[config.mk]
export PLATFORM = sky130hd
export DESIGN_NAME = spi_result_tx
export DESIGN_NICKNAME = d
export VERILOG_FILES = /design/src/rtl/spi_result_tx.sv
export SDC_FILE = /design/constraint.sdc
export NUM_CORES = 1
export LEC_CHECK = 0
export ABC_AREA = 1
export BUFFER_PORTS_ARGS = -buffer_cell sky130_fd_sc_hd__buf_2
export CAP_MARGIN = 20
export CORE_UTILIZATION = 57
export CTS_BUF_LIST = sky130_fd_sc_hd__clkbuf_8
export DETAILED_ROUTE_END_ITERATION = 7
export PLACE_DENSITY = 0.81
export SKIP_LAST_GASP = 1
export SYNTH_ARGS = -nofsm -noshare
export SYNTH_HDL_FRONTEND = slang
export SYNTH_SLANG_ARGS = --single-unit
[constraint.sdc]
create_clock -name sclk -period 1.8 [get_ports sclk]
set_input_delay 0.36 -clock sclk [delete_from_list [all_inputs] [get_ports sclk]]
set_output_delay 0.36 -clock sclk [all_outputs]
set_load 0.02 [all_outputs]
[src/rtl/spi_result_tx.sv]
// SPI slave transmit path (mode 0, MSB first) that streams the 4x4 result matrix C
// (16 x 16-bit elements, low byte first) back to the SPI master after a read command.
//
// Ports:
//   sclk        - SPI clock, the only clock of this block
//   rst_n       - asynchronous active-low reset
//   cs_n        - chip select, active-low; high holds the transaction logic in reset
//   mosi        - serial data from master, sampled on rising sclk
//   miso        - serial data to master, updated on falling sclk
//   miso_oe     - pad output enable (~cs_n)
//   res_ready   - system-domain level: result buffer valid and frozen
//   rd_addr     - element index into the result buffer (row-major)
//   rd_data     - result element at rd_addr (combinational read)
//   done_toggle - flips once per fully delivered matrix
//   state_dbg   - current FSM state
module spi_result_tx #(
  parameter logic [7:0]  CMD_READ_C = 8'h20,
  parameter logic [7:0]  STAT_READY = 8'hA5,
  parameter logic [7:0]  STAT_BUSY  = 8'h5A,
  parameter int unsigned N_ELEM     = 16
) (
  input  logic        sclk,
  input  logic        rst_n,
  input  logic        cs_n,
  input  logic        mosi,
  output logic        miso,
  output logic        miso_oe,
  input  logic        res_ready,
  output logic [3:0]  rd_addr,
  input  logic [15:0] rd_data,
  output logic        done_toggle,
  output logic [1:0]  state_dbg
);

  localparam logic [3:0] LastAddr = 4'(N_ELEM - 1);

  typedef enum logic [1:0] {StCmd, StStatus, StData, StDrain} state_e;

  // Transaction-scoped flops are also cleared while cs_n is high.
  logic frame_rst_n;
  assign frame_rst_n = rst_n & ~cs_n;
  assign miso_oe     = ~cs_n;

  // ---------------------------------------------------------------------------
  // Rising-edge domain: receive, bit counting, synchronizer, FSM
  // ---------------------------------------------------------------------------
  state_e      state_q, state_d;
  logic [2:0]  bit_cnt_q, bit_cnt_d;
  logic [6:0]  rx_shift_q, rx_shift_d;
  logic        byte_done_q, byte_done_d;
  logic        res_meta_q, res_sync_q;
  logic        done_toggle_q, done_toggle_d;

  // Falling-edge domain flops read by the FSM
  logic        stat_ok_q, last_q;

  logic        boundary;
  logic [7:0]  rx_byte;

  always_comb begin
    boundary      = (bit_cnt_q == 3'd7);
    rx_byte       = {rx_shift_q, mosi};
    bit_cnt_d     = bit_cnt_q + 3'd1;
    rx_shift_d    = {rx_shift_q[5:0], mosi};
    // Held high for the low phase after a boundary so the falling edge knows to load.
    byte_done_d   = boundary;
    state_d       = state_q;
    done_toggle_d = done_toggle_q;
    if (boundary) begin
      unique case (state_q)
        StCmd:    state_d = (rx_byte == CMD_READ_C) ? StStatus : StDrain;
        StStatus: state_d = stat_ok_q ? StData : StDrain;
        StData: begin
          if (last_q) begin
            state_d       = StDrain;
            done_toggle_d = ~done_toggle_q;
          end
        end
        StDrain:  state_d = StDrain;
      endcase
    end
  end

  always_ff @(posedge sclk or negedge frame_rst_n) begin
    if (!frame_rst_n) begin
      state_q     <= StCmd;
      bit_cnt_q   <= 3'd0;
      byte_done_q <= 1'b0;
    end else begin
      state_q     <= state_d;
      bit_cnt_q   <= bit_cnt_d;
      byte_done_q <= byte_done_d;
    end
  end

  always_ff @(posedge sclk or negedge rst_n) begin
    if (!rst_n) begin
      rx_shift_q    <= 7'd0;
      res_meta_q    <= 1'b0;
      res_sync_q    <= 1'b0;
      done_toggle_q <= 1'b0;
    end else begin
      rx_shift_q    <= rx_shift_d;
      res_meta_q    <= res_ready;
      res_sync_q    <= res_meta_q;
      done_toggle_q <= done_toggle_d;
    end
  end

  // ---------------------------------------------------------------------------
  // Falling-edge domain: byte loading, shifting, buffer addressing
  // ---------------------------------------------------------------------------
  logic [7:0]  tx_shift_q, tx_shift_d;
  logic [7:0]  hold_hi_q, hold_hi_d;
  logic        miso_q, miso_d;
  logic        hi_q, hi_d;
  logic [3:0]  rd_addr_q, rd_addr_d;
  logic        stat_ok_d, last_d;
  logic [7:0]  next_byte;

  always_comb begin
    next_byte  = 8'h00;
    tx_shift_d = {tx_shift_q[6:0], 1'b0};
    hold_hi_d  = hold_hi_q;
    hi_d       = hi_q;
    rd_addr_d  = rd_addr_q;
    stat_ok_d  = stat_ok_q;
    last_d     = last_q;
    if (byte_done_q) begin
      unique case (state_q)
        StStatus: begin
          next_byte = res_sync_q ? STAT_READY : STAT_BUSY;
          stat_ok_d = res_sync_q;
        end
        StData: begin
          if (!hi_q) begin
            // Latch the whole element now so the high byte cannot be torn.
            next_byte = rd_data[7:0];
            hold_hi_d = rd_data[15:8];
            hi_d      = 1'b1;
          end else begin
            next_byte = hold_hi_q;
            hi_d      = 1'b0;
            if (rd_addr_q == LastAddr) begin
              last_d = 1'b1;
            end else begin
              rd_addr_d = rd_addr_q + 4'd1;
            end
          end
        end
        StCmd, StDrain: next_byte = 8'h00;
      endcase
      tx_shift_d = next_byte;
    end
    // Only status and data bytes ever reach the pin; stale shift contents stay hidden.
    miso_d = ((state_q == StStatus) || (state_q == StData)) ? tx_shift_d[7] : 1'b0;
  end

  always_ff @(negedge sclk or negedge frame_rst_n) begin
    if (!frame_rst_n) begin
      miso_q    <= 1'b0;
      hi_q      <= 1'b0;
      rd_addr_q <= 4'd0;
      stat_ok_q <= 1'b0;
      last_q    <= 1'b0;
    end else begin
      miso_q    <= miso_d;
      hi_q      <= hi_d;
      rd_addr_q <= rd_addr_d;
      stat_ok_q <= stat_ok_d;
      last_q    <= last_d;
    end
  end

  always_ff @(negedge sclk or negedge rst_n) begin
    if (!rst_n) begin
      tx_shift_q <= 8'h00;
      hold_hi_q  <= 8'h00;
    end else begin
      tx_shift_q <= tx_shift_d;
      hold_hi_q  <= hold_hi_d;
    end
  end

  assign miso        = miso_q;
  assign rd_addr     = rd_addr_q;
  assign done_toggle = done_toggle_q;
  assign state_dbg   = state_q;

endmodule

# Yosys cells after proc, flatten, opt, wreduce, memory -nomap -nowiden
# Cells that the tools add are included.
dict set report totals {
  output_inout_bits 9
  inputBits 21
  wordCells 48
  ff_bits 39
}
dict set report classes {
  addsub 2
  reduce_logical 10
  n_bitwise 5
  n_mux 10
  n_eq_ne 7
}
# operator count
set op_table {}
lappend op_table {{$mux 8} 3}
lappend op_table {{$pmux 8 s3} 1}
lappend op_table {{$eq 8x6->1 const B} 1}
lappend op_table {{$pmux 2 s4} 1}
lappend op_table {{$reduce_and 4->1} 2}
lappend op_table {{$reduce_and 2->1} 3}
lappend op_table {{$reduce_and 3->1} 2}
lappend op_table {{$add 4x1->4 const B} 1}
lappend op_table {{$eq 2x2->1 const B} 2}
lappend op_table {{$eq 4x4->1 const B} 1}
lappend op_table {{$mux 2} 2}
lappend op_table {{$not 1->1} 4}
lappend op_table {{$add 3x1->3 const B} 1}
lappend op_table {{$eq 3x3->1 const B} 1}
lappend op_table {{$mux 1} 3}
lappend op_table {{$eq 2x1->1 const B} 1}
lappend op_table {{$logic_not 2->1} 1}
lappend op_table {{$ne 2x2->1 const B} 1}
lappend op_table {{$reduce_or 2->1} 1}
lappend op_table {{$and 1x1->1} 1}
lappend op_table {{$logic_or 1x1->1} 1}

# Longest topological paths before layout
dict set report logic_depth {
  depth_word 5
  ltp_mapped 8
}

==> impl_metrics.ini <==
[worst_setup_path]
crit_chain = inv_4, ha_4, inv_1, nor2_4, nand3_1, a21oi_2
critPathBufInv = 2
worst-setup-path-type = flop to flop
critPathMaxFanout = 7
cp_top_family = flip-flops
required_ns = 1.22
crit_path_top_delay_cell = dfrtp_2
cp.arrival_ns = 1.61
end_kind = flop
critPathMaxStageDelay_ns = 0.44
crit_path_start_kind = flop

[route]
first_pass_iters = 6
via_per_inst = 5.32
vias = 1483
drt-total-wl_microns = 4280
ant_nets = 0
drc_errors = 1
initialDrtViolationCount = 78
wl_per_cell_microns = 15.3

[hold_path]
hp-class = primary input to async pin

[final_layout]
stdcell_count = 279
synthToLayoutAreaGrowth_pct = 37.6
layout_common_cells = 28 x inv_1, 27 x nand2_1, 27 x buf_4
fill_cells = 152
final_common_cell = inv_1
fin_util_pct = 85.8
final_nets = 277
antenna_cells = 0
drive_above_1_share_pct = 44.4

[flow_run]
drv_cap = 0

[pwr]
vdd.ir_drop.worst_v = 0.000707
power_leakage_nw = 1.25
p_per_area_nw_per_um2 = 676

[placed_design]
port_buffers = 29
hpwlAfterDp_microns = 2610
gp_congestion = 0.814
place_ws_ns = -0.402
placedCellCount = 262

[yosys]
syn_area_per_cell_sq_um = 9.57
synth_area_leader_cell = dfrtn_1
ys_ff_latch = 39
synth_fp_nets = 216
synthCells = 186
synth_area_sq_um = 1780
yosysSeqAreaShare_pct = 54.9
yosys.area.top_type_share_pct = 32.3
yosys-top-cells-area = dfrtn_1 32%, dfrtp_1 23%, ha_1 6.3%
ys.warnings.count = 0
ys_types = 26

[sta]
slew_headroom_pct = 70.5
hold_ws_ns = 0.0842
skew_ns = 0.0113
rsz0062_at_grt = true
setup_violations = 30
fin_ws_ns = -0.390
hold_viol = 0
tightest_slew_ns = 0.443
drv_slew = 0

[clocking]
tritoncts = done
cts_htree_levels = 2
cts.sinks = 39
clk_path_buf_depth = 2
cts_buffers = 5
cts-root-buf = clkbuf_8
clk_latency_ns = 0.29
clk_pin_slew_ns = 0.07

[global_route]
grt_use_total_pct = 27.9
grt_pass1_wl_microns = 6860
antenna_found_initial = 0
grt_max_degree = 26
overflow = 0
grt_pass1_vias = 1613

[floorplan]
coreArea_sq_um = 2850
ios = 30
dieArea_sq_um = 3350
die_h_microns = 57.9
dieWidth_microns = 57.9
start_util_pct = 62.4
num_rows = 19

[outcome]
violations = design-rule violations, negative setup slack
outcome = finished with violations
-- cells in the mapped netlist --
| cell type | n |
|---|---|
| nor2_4 | 1 |
| a21oi_1 | 12 |
| nand2_4 | 1 |
| inv_1 | 30 |
| buf_6 | 2 |
| nand2_1 | 28 |
| nand3_4 | 1 |
| nor2_2 | 2 |
| ha_1 | 9 |
| a21oi_2 | 7 |
| nand2_2 | 1 |
| nand4_1 | 1 |
| buf_2 | 1 |
| o21ai_2 | 1 |
| inv_4 | 1 |
| xnor2_2 | 1 |
| dfrtp_1 | 16 |
| a21oi_4 | 1 |
| nor2_1 | 24 |
| clkinv_2 | 1 |
| o21ai_0 | 5 |
| a31oi_1 | 1 |
| xnor2_1 | 1 |
| nand3_1 | 14 |
| or2_1 | 1 |
| dfrtn_1 | 23 |
-- worst paths after layout --
check	from	to	slack, ns	depth (start not counted)
worst min register to register	res_meta_q	res_sync_q	0.36	0
worst max-delay path	state_dbg[0]	tx_shift_q[3]	-0.39	6
min in group sclk	res_ready	res_meta_q	0.19	1
max in group asynchronous	rst_n	hi_q	0.65	4
worst max register to register	state_dbg[0]	tx_shift_q[3]	-0.39	6
worst min-delay path	rst_n	done_toggle	0.08	2
-- metrics by stage --
| stage | cell area, sq um | setup TNS, ns | total power, mW |
|---|---|---|---|
| 2_1_floorplan | 1820 | -7.25 | 0.976 |
| 3_3_place_gp | 2120 | -6.77 | 1.02 |
| 3_5_place_dp | 2120 | -7.82 | 1.03 |
| 4_1_cts | 2380 | -8.50 | 1.66 |
| 5_1_grt | 2450 | -10.61 | 1.71 |
| 6_report | 2450 | -9.14 | 1.65 |
-- layout make-up --
class,count,area (sq um),area share (%)
clock buffer,7,96.3,3.94
sequential,39,978,40.0
timing repair buffer,57,390,16.0
multi-input combinational,112,813,33.2
clock inverter,1,3.75,0.153
tap,31,38.8,1.58
inverter,32,126,5.16
-- sequential cells by signal, indices dropped and copies added (netlist names) --
signal	count
miso	1
res_meta_q	1
res_sync_q	1
rd_addr	4
hold_hi_q	8
hi_q	1
state_dbg	2
rx_shift_q	7
tx_shift_q	7
byte_done_q	1
bit_cnt_q	3
last_q	1
stat_ok_q	1
done_toggle	1
-- power by group --
| group | switching (mW) | internal, mW | total [mW] |
|---|---|---|---|
| Combinational | 0.0595 | 0.0421 | 0.102 |
| Clock | 0.290 | 0.344 | 0.634 |
| Sequential | 0.0113 | 0.908 | 0.920 |
-- cell families (layout without fill, tap and decap cells) --
kind of cell	Yosys count	count (layout)	synth area share [%]
adders and majority gates	9	9	6.33
AOI/OAI and AO/OA	27	27	9.99
DFF	39	39	54.9
buffers and inverters	35	97	8.51
and+or+nand+nor	74	74	18.9
xor gates and xnor gates	2	2	1.41
-- timing repair --
action	in CTS	in global routing
setup endpoints to repair	30	31
pin swaps	16	6
resized for setup	30	11
hold endpoints to repair	0	0
hold buffers	0	0
setup buffers	7	2
-- routing by layer --
metal  GRT usage [%]  wire (microns)  vias to the layer above
met3            7.37             205                       12
met4            12.9             126                        0
met5               0               0                        -
met2            48.9            2270                       47
li1                -               -                      700
met1            31.7            1670                      724
(Power assumes the default switching activity.)
